$ cat config.mk
export PLATFORM = sky130hd
export DESIGN_NAME = piso_mc_serializer
export DESIGN_NICKNAME = d
export VERILOG_FILES = /design/src/rtl/msdap_pkg.sv /design/src/rtl/piso_lane.sv /design/src/rtl/piso_mc_serializer.sv
export SDC_FILE = /design/constraint.sdc
export NUM_CORES = 1
export LEC_CHECK = 0
export CAP_MARGIN = 0
export CORE_UTILIZATION = 50
export DETAILED_ROUTE_END_ITERATION = 12
export PLACE_DENSITY = 0.74
export SLEW_MARGIN = 20
export SYNTH_ARGS = -nofsm -noshare
export SYNTH_HDL_FRONTEND = slang
export SYNTH_SLANG_ARGS = --single-unit
export TNS_END_PERCENT = 1
$ cat constraint.sdc
create_clock -name Sclk -period 3.9 [get_ports Sclk]
set_input_delay 0.39 -clock Sclk [delete_from_list [all_inputs] [get_ports Sclk]]
set_output_delay 0.39 -clock Sclk [all_outputs]
set_load 0.1 [all_outputs]
$ cat src/rtl/msdap_pkg.sv
// Shared types and defaults for the MSDAP serial output path.
// Holds the controller state encoding and the bit-counter sizing rule.
package msdap_pkg;

    localparam int DATA_W_DEF    = 40;
    localparam int WORD_BITS_DEF = 16;
    localparam int CNT_W_DEF     = $clog2(WORD_BITS_DEF + 1);

    typedef enum logic [1:0] {
        IDLE  = 2'd0,
        ARMED = 2'd1,
        SHIFT = 2'd2
    } state_t;

    // Counter must reach WORD_BITS itself, which marks the completion cycle.
    function automatic int cnt_w(input int word_bits);
        return $clog2(word_bits + 1);
    endfunction

endpackage

$ cat src/rtl/piso_lane.sv
// Per-channel datapath: shift word, one-deep holding word, registered serial bit.
// Latency: serial bit appears one Sclk after drive is asserted.
// Backpressure: none; load/transfer decisions are made by the controller.
import msdap_pkg::*;

module piso_lane #(
    parameter int DATA_W = DATA_W_DEF,
    parameter int IDX_W  = (DATA_W > 1) ? $clog2(DATA_W) : 1
) (
    input  logic              Sclk,
    input  logic              clear_n,
    input  logic              ld_sr,
    input  logic              ld_hold,
    input  logic              xfer,
    input  logic              drive,
    input  logic [IDX_W-1:0]  bit_idx,
    input  logic [DATA_W-1:0] data,
    output logic              ser
);

    logic [DATA_W-1:0] sr;
    logic [DATA_W-1:0] hold;

    // ld_sr and xfer are mutually exclusive; ld_hold may coincide with xfer.
    always_ff @(posedge Sclk) begin
        if (!clear_n) begin
            sr   <= '0;
            hold <= '0;
            ser  <= 1'b0;
        end else begin
            if (ld_sr) begin
                sr <= data;
            end else if (xfer) begin
                sr <= hold;
            end
            if (ld_hold) begin
                hold <= data;
            end
            ser <= drive ? sr[bit_idx] : 1'b0;
        end
    end

endmodule

$ cat src/rtl/piso_mc_serializer.sv
// Multi-channel PISO: loads one word per channel, shifts WORD_BITS bits per Frame rise.
// Latency: first bit on Output at the Sclk edge that samples the Frame rise.
// Backpressure: one-deep hold buffer; a load with hold full is dropped and flagged overrun.
import msdap_pkg::*;

module piso_mc_serializer #(
    parameter int DATA_W    = DATA_W_DEF,
    parameter int WORD_BITS = WORD_BITS_DEF,
    parameter int CHANNELS  = 2,
    parameter bit MSB_FIRST = 1'b1
) (
    input  logic                         Sclk,
    input  logic                         clear_n,
    input  logic                         Frame,
    input  logic                         p2s_enable,
    input  logic [CHANNELS*DATA_W-1:0]   data_in,
    output logic [CHANNELS-1:0]          Output,
    output logic                         output_ready,
    output logic                         busy,
    output logic                         hold_full,
    output logic                         overrun,
    output logic                         underrun
);

    localparam int CNT_W = cnt_w(WORD_BITS);
    localparam int IDX_W = (DATA_W > 1) ? $clog2(DATA_W) : 1;
    localparam logic [CNT_W-1:0] WB_C    = CNT_W'(WORD_BITS);
    localparam logic [CNT_W-1:0] WB_LAST = CNT_W'(WORD_BITS - 1);
    localparam logic [CNT_W-1:0] CNT_ONE = CNT_W'(1);

    state_t           state, state_nx;
    logic [CNT_W-1:0] bit_cnt, cnt_nx;
    logic             frame_q;
    logic             frame_rise;
    logic             done;
    logic             hold_full_nx, ready_nx, over_nx, under_nx;
    logic             ld_sr, ld_hold, xfer, drive;
    logic [CNT_W-1:0] bit_k, idx_cnt;
    logic [IDX_W-1:0] bit_idx;

    assign frame_rise = Frame & ~frame_q;
    assign done       = (state == SHIFT) && (bit_cnt == WB_C);
    assign busy       = (state != IDLE);

    // The bit being driven this edge: index 0 on the Frame edge, else the count so far.
    always_comb begin
        bit_k = (state == SHIFT) ? bit_cnt : '0;
        if (MSB_FIRST) begin
            idx_cnt = WB_LAST - bit_k;
        end else begin
            idx_cnt = bit_k;
        end
        bit_idx = IDX_W'(idx_cnt);
    end

    always_comb begin
        state_nx     = state;
        cnt_nx       = bit_cnt;
        hold_full_nx = hold_full;
        ready_nx     = 1'b0;
        over_nx      = 1'b0;
        under_nx     = 1'b0;
        ld_sr        = 1'b0;
        ld_hold      = 1'b0;
        xfer         = 1'b0;
        drive        = 1'b0;

        if (p2s_enable && busy && !done) begin
            if (!hold_full) begin
                ld_hold      = 1'b1;
                hold_full_nx = 1'b1;
            end else begin
                over_nx = 1'b1;
            end
        end

        case (state)
            IDLE: begin
                if (p2s_enable) begin
                    ld_sr    = 1'b1;
                    state_nx = ARMED;
                end else if (frame_rise) begin
                    under_nx = 1'b1;
                end
            end
            ARMED: begin
                if (frame_rise) begin
                    state_nx = SHIFT;
                    drive    = 1'b1;
                    cnt_nx   = CNT_ONE;
                    ready_nx = (WB_C == CNT_ONE);
                end
            end
            SHIFT: begin
                if (!done) begin
                    drive    = 1'b1;
                    cnt_nx   = bit_cnt + CNT_ONE;
                    ready_nx = (bit_cnt == WB_LAST);
                end else begin
                    cnt_nx   = '0;
                    state_nx = ARMED;
                    // Completion: held word advances, a simultaneous load refills hold.
                    if (hold_full) begin
                        xfer = 1'b1;
                        if (p2s_enable) begin
                            ld_hold = 1'b1;
                        end else begin
                            hold_full_nx = 1'b0;
                        end
                    end else if (p2s_enable) begin
                        ld_sr = 1'b1;
                    end else begin
                        state_nx = IDLE;
                    end
                end
            end
            default: begin
                state_nx = IDLE;
            end
        endcase
    end

    always_ff @(posedge Sclk) begin
        if (!clear_n) begin
            state        <= IDLE;
            bit_cnt      <= '0;
            frame_q      <= 1'b0;
            hold_full    <= 1'b0;
            output_ready <= 1'b0;
            overrun      <= 1'b0;
            underrun     <= 1'b0;
        end else begin
            state        <= state_nx;
            bit_cnt      <= cnt_nx;
            frame_q      <= Frame;
            hold_full    <= hold_full_nx;
            output_ready <= ready_nx;
            overrun      <= over_nx;
            underrun     <= under_nx;
        end
    end

    for (genvar c = 0; c < CHANNELS; c++) begin : g_lane
        piso_lane #(
            .DATA_W (DATA_W),
            .IDX_W  (IDX_W)
        ) u_lane (
            .Sclk    (Sclk),
            .clear_n (clear_n),
            .ld_sr   (ld_sr),
            .ld_hold (ld_hold),
            .xfer    (xfer),
            .drive   (drive),
            .bit_idx (bit_idx),
            .data    (data_in[c*DATA_W +: DATA_W]),
            .ser     (Output[c])
        );
    end

endmodule

=== Yosys cells after proc, flatten, opt, wreduce, memory -nomap -nowiden ===
Cells that the tools add are included.
Widths: inputs -> output; s select.

* Output and inout bits: 7
* Flip-flop bits (word level): 142
* Word-level logic and storage cells: 81

* Add/sub/neg operators: 2
* Equal/unequal tests: 7
* Muxes and demuxes: 39
* Reductions and logical operators: 14
* Order comparisons: 1
* Bitwise gates (word level): 5

{| class="wikitable"
|+ Operators with widths
! kind !! number
|-
| $mux 32 || 4
|-
| $mux 1 || 23
|-
| $mux 5 || 3
|-
| $bmux 1 s5 || 2
|-
| $pmux 5 s2 || 1
|-
| $lt 5x7->1 const B || 1
|-
| $mux 2 || 3
|-
| $ne 2x2->1 const B || 3
|-
| $pmux 2 s3 || 1
|-
| $reduce_and 2->1 || 3
|-
| $reduce_bool 2->1 || 3
|-
| $reduce_or 3->1 || 2
|-
| $add 5x1->5 const B || 1
|-
| $eq 5x4->1 const B || 1
|-
| $eq 5x5->1 const B || 1
|-
| $sub 4x5->5 const A || 1
|-
| $not 1->1 || 4
|-
| $pmux 1 s2 || 2
|-
| $logic_and 1x1->1 || 3
|-
| $reduce_and 3->1 || 1
|-
| $eq 2x1->1 const B || 1
|-
| $eq 2x2->1 const B || 1
|-
| $logic_not 2->1 || 1
|-
| $and 1x1->1 || 1
|-
| $logic_not 1->1 || 1
|}

=== Longest topological paths before layout ===
* Depth after elaboration: 9
* Mapped depth: 11
* Mapped depth without buffers: 7

=== Hierarchy ===
From an unflattened synthesis, not the netlist that was laid out.

* Cell total of the unflattened synthesis: 860
* Area, all modules: 8364.3 µm²

{| class="wikitable"
|+ Modules (own cells, without submodules)
! module !! area an instance (µm²) !! times used !! cells each !! sequential area each (µm²)
|-
| piso_lane || 3804.9 || 2 || 386 || 1621.6
|-
| piso_mc_serializer || 754.5 || 1 || 88 || 240.2
|}

=== Least setup slack after synthesis ===
No wires, ideal clock.

* Path type: register to register
* Start: reg bit_cnt[1]
* End: reg g_lane[1].u_lane.sr[4]
* Required time: 3.812 ns
* Cell stages (with the launch flop): 11
* Arrival time: 2.086 ns
* Setup slack: 1.726 ns
* Cell sequence: dfxtp_1 -> inv_1 -> clkbuf_1 -> ha_1 -> nor4bb_1 -> buf_4 -> and3_4 -> buf_6 -> buf_6 -> nand2_1 -> a311oi_2

* Word-level cells in the longest chain between the ends: 5
* Elaborated cells on any way between the ends: 8

{| class="wikitable"
|+ RTL lines
! what !! line !! text
|-
| from (decl) || piso_mc_serializer.sv:32 || <nowiki>logic [CNT_W-1:0] bit_cnt, cnt_nx;</nowiki>
|-
| from (signal assigned) || piso_mc_serializer.sv:134 || <nowiki>bit_cnt <= cnt_nx;</nowiki>
|-
| $eq 5x5->1 (*) || piso_mc_serializer.sv:42 || <nowiki>assign done = (state == SHIFT) && (bit_cnt == WB_C);</nowiki>
|-
| $logic_and 1x1->1 (*) || piso_mc_serializer.sv:42 ||
|-
| $mux 1 || piso_mc_serializer.sv:95 || <nowiki>if (!done) begin</nowiki>
|-
| $pmux 1 s2 / $mux 1 (equally long branches) || piso_mc_serializer.sv:77 || <nowiki>case (state)</nowiki>
|-
| $mux 32 / $reduce_bool 2->1 (equally long branches) || -- ||
|-
| to (signal assigned) || piso_lane.sv:32 || <nowiki>sr <= data;</nowiki>
|-
| to (signal assigned) || piso_lane.sv:34 || <nowiki>sr <= hold;</nowiki>
|-
| to (decl) || piso_lane.sv:21 || <nowiki>logic [DATA_W-1:0] sr;</nowiki>
|}

Every way passes the cells marked *; elsewhere a longest branch is shown, timed or not.
A chain may end at the register's enable or synchronous reset.

=== Final worst setup path ===
* Start: reg state[0]
* End: out busy

* Word-level cells in the longest chain between the ends: 1

{| class="wikitable"
|+ RTL lines
! what !! line !! text
|-
| from (decl) || piso_mc_serializer.sv:31 || <nowiki>state_t state, state_nx;</nowiki>
|-
| from (signal assigned) || piso_mc_serializer.sv:133 || <nowiki>state <= state_nx;</nowiki>
|-
| $reduce_bool 2->1 || piso_mc_serializer.sv:43 || <nowiki>assign busy = (state != IDLE);</nowiki>
|-
| to (decl) || piso_mc_serializer.sv:19 || <nowiki>output logic busy,</nowiki>
|}

Every way passes these cells.

==> summary.txt <==
Status -> finished clean
DP HPWL -> 10100 um
CP peak stage delay -> 1160 ps
CTS Root Cell -> clkbuf_16
Initial antenna violation count -> 0
Critical Path Slowest Stage Cell -> clkdlybuf4s50_1
DRT Wirelength -> 16100 um
Worst-margin pin slew -> 1050 ps
# Post-CTS Setup Buffers -> 0
Final setup violation count -> 0
First-pass GRT wire length -> 26700 um
Synth Register Bits -> 142
Crit Path Max Fanout -> 5
Via count -> 5829
Vias in the first global route -> 5595
Cell count of the worst hold path -> 2
Antenna Nets Post-Route -> 0
IO Port Bufs -> 74
Netlist cell types -> 48
Largest net degree at the start of global routing -> 57
Max Clock Skew -> 5.72 ps
Worst setup SP type -> flop
Most frequent CP cell -> inv_1
Total grt overflow -> 0
CTS Buf Count -> 17
Leakage -> 2.75 nW
Post-CTS sizing -> 0
Post-Synthesis Cells -> 807
GP Congestion -> 0.804
Site Rows -> 41
Fmax achieved -> 0.345 GHz
Delay-heaviest family, CP -> buffers and inverters
Clk sinks -> 142
Maximum VDD drop -> 0.501 mV
Core Area -> 12700 um2
Worst-path cell chain -> inv_1 -> ha_1 -> inv_1 -> clkdlybuf4s50_1
Worst hold path type -> reg2reg
Sequential share of the synthesized area -> 43.6%
Chip height -> 116 um
DR WL/cell -> 15.7 um
Drt pass-1 iters -> 5
Minimum clock period -> 2900 ps
Worst slew margin -> 30.1%
Syn_nets -> 899
Number of H-tree levels -> 4
Longest Clk Path Bufs -> 2
Most frequent cells in the layout -> nand2_1, dfxtp_1, nor2_1, clkdlybuf4s50_1, a311oi_1
Setup TNS -> 0 ps
Layout area overhead -> 20.6%
Max-Cap Viols -> 0
Gr usage total -> 25.5%
Most common cell after layout, fill and taps aside -> nand2_1
CTS tree -> done
Nets@finish -> 938
Worst Path Buf+Inv -> 3
Synth warnings -> 0
Worst-skew pair later-pin latency -> 420 ps
Drt drc -> 0
Die width -> 116 um
Post-route cell area -> 7870 um2
CP arrival -> 2510 ps
Initial Utilization -> 51.5%
Post-synth EDFFs -> 0
Worst setup EP type -> output port
Final Hold Fails -> 0
Area post-placement -> 7260 um2
Die area -> 13500 um2
Worst R2R Path Depth -> 9
Fin crit share -> 74.3%
Main synth FF type -> dfxtp_1
Pwr dens -> 642 nW/um2
I/O pin count -> 91
Post-Syn Area per Cell -> 8.08 um2
Slew Limit Fails -> 0
Synth async-reset ratio -> 0%
Post-Syn Area -> 6520 um2
Via-per-instance ratio -> 5.67
Fill count -> 1086
Clock transition at path regs -> 50 ps
N_diodes -> 0
Hold-fix buffers, CTS -> 0
Crit Path Class -> reg2out
Initial DRC count -> 576
Crit path depth -> 4
Data required, critical path -> 3510 ps
Ratio of cells with drive above 1 in the final layout -> 7.83%
RSZ-0062 raised after global routing -> false
==> Yosys cell counts (all sizes together), types with 5 or more instances <==
cell    instances  area (um2)
a21oi          39         195
nand2         269        1010
ha              8         100
mux4            6         135
nor2           76         285
clkbuf         25        93.8
mux2i           9        90.1
a21boi         35         263
and2            5        31.3
inv            11        41.3
and3            5        36.3
nand3           9        45.0
buf            46         328
a311oi         66         603
o21ai          13        76.3
dfxtp         142        2840
nand2b          5        31.3
==> final cells by class <==
type                            instances  area, um2  area share, %
Multi-Input combinational cell        583       3230           41.1
Clock inverter                          6        108           1.37
Tap cell                              172        215           2.74
Sequential cell                       142       2840           36.1
Clock buffer                           23        498           6.33
Inverter                               11       41.3          0.525
Timing Repair Buffer                   91        931           11.8
==> path summary, 6_finish.rpt <==
path | to | slack, ps | startpoint
max | busy | 1000 | state[0]$_SDFFE_PN0P_
min | g_lane[0].u_lane.hold[2]$_SDFFE_PN0P_ | 450 | g_lane[0].u_lane.hold[2]$_SDFFE_PN0P_
max reg2reg | g_lane[1].u_lane.hold[6]$_SDFFE_PN0P_ | 1170 | bit_cnt[0]$_SDFFE_PN0P_
min reg2reg | g_lane[0].u_lane.hold[2]$_SDFFE_PN0P_ | 450 | g_lane[0].u_lane.hold[2]$_SDFFE_PN0P_
==> through the flow <==
step | utilization [%] | setup WS [ps] | hold WS (ps) | total power, mW | instances
3_5_place_dp | 57.3 | 1180 | 446 | 3.40 | 999
6_report | 62.1 | 1000 | 452 | 5.05 | 1028
2_1_floorplan | - | 1730 | 435 | 3.02 | 807
4_1_cts | 62.1 | 1000 | 453 | 5.06 | 1028
5_1_grt | 62.1 | 910 | 471 | 5.31 | 1028
3_3_place_gp | 57.3 | 1240 | 440 | 3.35 | 999
==> state kept, by name, summed over array words and instances (netlist names) <==
signal / count
output_ready: 1
g_lane.u_lane.sr: 64
g_lane.u_lane.ser: 2
overrun: 1
g_lane.u_lane.hold: 64
underrun: 1
state: 2
bit_cnt: 5
frame_q: 1
hold_full: 1
==> cell families after synthesis <==
kind of cell	after synthesis	synth area share (%)
buf+inv	82	7.10
flops	142	43.6
fa+ha+maj	8	1.53
compound gates	178	20.7
mux	19	4.14
simple gates	378	23.0
==> report_power, final <==
| part | total [mW] | internal, mW | leakage, nW | switching [mW] |
|---|---|---|---|---|
| Combinational | 1.47 | 0.566 | 1.29 | 0.901 |
| Clock | 1.66 | 1.08 | 0.297 | 0.579 |
| Sequential | 1.93 | 1.76 | 1.16 | 0.167 |
==> worst min-delay path, stage by stage (launching register included) <==
cell      delay [ps]
dfxtp_1          300
nand2_1           50
a21boi_1          50
==> layer usage <==
| metal | wire, um | vias up | part of all wire (%) | track usage, % |
|---|---|---|---|---|
| met1 | 7140 | 2769 | 44 | 32.0 |
| met2 | 7690 | 183 | 48 | 42.1 |
| li1 | - | 2845 | - | - |
| met3 | 929 | 32 | 5.8 | 5.55 |
| met5 | 0 | - | 0 | 0 |
| met4 | 375 | 0 | 2.3 | 11.0 |
No activity file was read; power rests on OpenSTA's default activity.
==> RTL change (same settings) <==
Change the parameter `MSB_FIRST` from 1'b1 to 1'b0.
--- a/src/rtl/piso_mc_serializer.sv
+++ b/src/rtl/piso_mc_serializer.sv
@@ -8,5 +8,5 @@
     parameter int WORD_BITS = WORD_BITS_DEF,
     parameter int CHANNELS  = 2,
-    parameter bit MSB_FIRST = 1'b1
+    parameter bit MSB_FIRST = 1'b0
 ) (
     input  logic                         Sclk,
Formal check against the unedited RTL: not equivalent (a bounded check fails within 4 cycles, from zero or initial values).
==> RTL change against the original RTL <==
  * Largest power group unchanged
  * Wire length fell by 5.7%
  * Final area rose by 0.87%
  * Critical path depth did not move
  * Sequential cell count did not move
  * Core utilization fell by 0.21 points
  * Setup slack improved by 21 ps
  * Synthesized area rose by 2.3%
  * Total power fell by 2.8%
  * Largest cell class unchanged
==> RTL change: results (changes against the original RTL) <==
Router iterations before antenna repair -> 5 (unchanged)
Hold Path Depth -> 2 (unchanged)
DR iter-0 viols -> 421 (-27%)
Clock Tree Buf Depth -> 2 (unchanged)
Post-Place Setup Slack -> 1260 ps (+82.6 ps)
R2r worst-path depth -> 8 (-1)
Max VDD drop -> 0.333 mV (-33%)
Cell total after placement -> 930 (-6.9%)
Post-DP Area -> 7390 µm² (+1.8%)
Sequential share of the synthesized area -> 42.6% (-0.98 points)
All-layer global routing usage -> 22.7% (-2.8 points)
CTS buffer count -> 17 (unchanged)
Top Registers -> g_lane.u_lane.hold x64, g_lane.u_lane.sr x64, bit_cnt x5
Worst Skew -> 5.61 ps (-0.113 ps)
Initial antenna violation count -> 0 (unchanged)
Filler cell count -> 1090 (+0.37%)
Nets -> 869 (-7.4%)
Synthesized Nets -> 837 (-6.9%)
Hold Startpoint -> g_lane[0].u_lane.hold[4]
Via count -> 5458 (-6.4%)
Post-synth ARST share -> 0% (unchanged)
Yosys synthesis warning count -> 0 (unchanged)
Crit path DAT -> 2490 ps (-20 ps)
Area of the multi-input gates -> 3450 µm² (+6.8%)
Share of cells above drive strength 1 -> 6.97% (-0.86 points)
Crit-path max FO -> 5 (unchanged)
Post-CTS setup repair buffer count -> 0 (unchanged)
Largest cells by area after synthesis -> dfxtp_1, mux2i_1, o211a_1
Clk_lat worst skew -> 420 ps (about the same)
First-pass GRT wire length -> 25.3 mm (-5.2%)
Cts repair resizes -> 0 (unchanged)
Final GP Congestion -> 0.810 (+0.86%)
Largest net degree at the start of global routing -> 115 (+100%)
Htree depth -> 4 (unchanged)
Netlist cell types -> 46 (-4.2%)
P_leak -> 3.62 nW (+32%)
Worst flop-to-flop path endpoint -> g_lane[0].u_lane.sr[26]
RR Startpoint -> bit_cnt[0]
Vias in the first global route -> 5361 (-4.2%)
DR WL/cell -> 15.8 µm (+0.87%)
Worst-Margin Slew -> 968 ps (-78.5 ps)
Avg Cell Area, Syn -> 8.96 µm² (+11%)
Status -> completed
Root buf cell -> clkbuf_16
WHS -> 453 ps (+1.02 ps)
Total routed wirelength -> 15.2 mm (-5.7%)
Clock Pin Slew Worst Setup and Hold Paths -> 60 ps
Worst Hold End -> g_lane[0].u_lane.hold[4]
Synth top cells by count -> nand2_1, dfxtp_1, mux2i_1
Post-DP HPWL -> 9.58 mm (-5.0%)
[RTL change: changes by cell type in the layout (fill, tap and decap cells not counted), sizes merged, moves of 61 or more]
cell and change:
nand3 +64, o211a +65, nor2 -72, mux2i +65
nand2 -126, a311oi -65, o21ai +61
[RTL change: cells by family after synthesis]
kind of cell	after synthesis	synth area share [%]
simple gates	249	16.7
compound gates	179	19.6
flops	142	42.6
mux	84	13.6
buf+inv	83	5.94
fa+ha+maj	8	1.50
[RTL change: report_power, final]
group | internal, mW | leakage (nW) | switching, mW
Clock | 0.920 | 0.263 | 0.583
Sequential | 1.76 | 1.16 | 0.169
Combinational | 0.580 | 2.20 | 0.893
Total | 3.26 | 3.62 | 1.65
[RTL change: cell type report]
| type | count | share of cell area [%] |
|---|---|---|
| multi-input combinational | 520 | 43.5 |
| clock inverter | 6 | 0.757 |
| tap | 172 | 2.71 |
| clock buffer | 25 | 6.12 |
| sequential | 142 | 35.8 |
| inverter | 10 | 0.473 |
| timing repair buffer | 86 | 10.6 |
[RTL change: critical path, cell delays in order, from the launching register on]
cell and delay (ps):
dfxtp_1 420, inv_1 120, ha_1 260, inv_1 120, clkdlybuf4s50_1 1140
[RTL change: worst max path at each step]
stage                                      endpoint  cells past startpoint       start  slack (ps)
final                                          busy                      4    state[0]        1020
after global routing                           busy                      4    state[0]         960
after CTS                                      busy                      4    state[0]        1020
after detailed placement    g_lane[0].u_lane.sr[26]                      8  bit_cnt[0]        1260
after global placement      g_lane[0].u_lane.sr[30]                      8  bit_cnt[0]        1360
after floorplan           g_lane[1].u_lane.hold[18]                     13  bit_cnt[1]        1420
[RTL change: layer usage]
metal  global-route usage, %  part of all wire [%]
met5                       0                     0
met4                    8.49                   1.6
met3                    5.43                   4.9
met2                    38.1                    49
met1                    28.1                    44
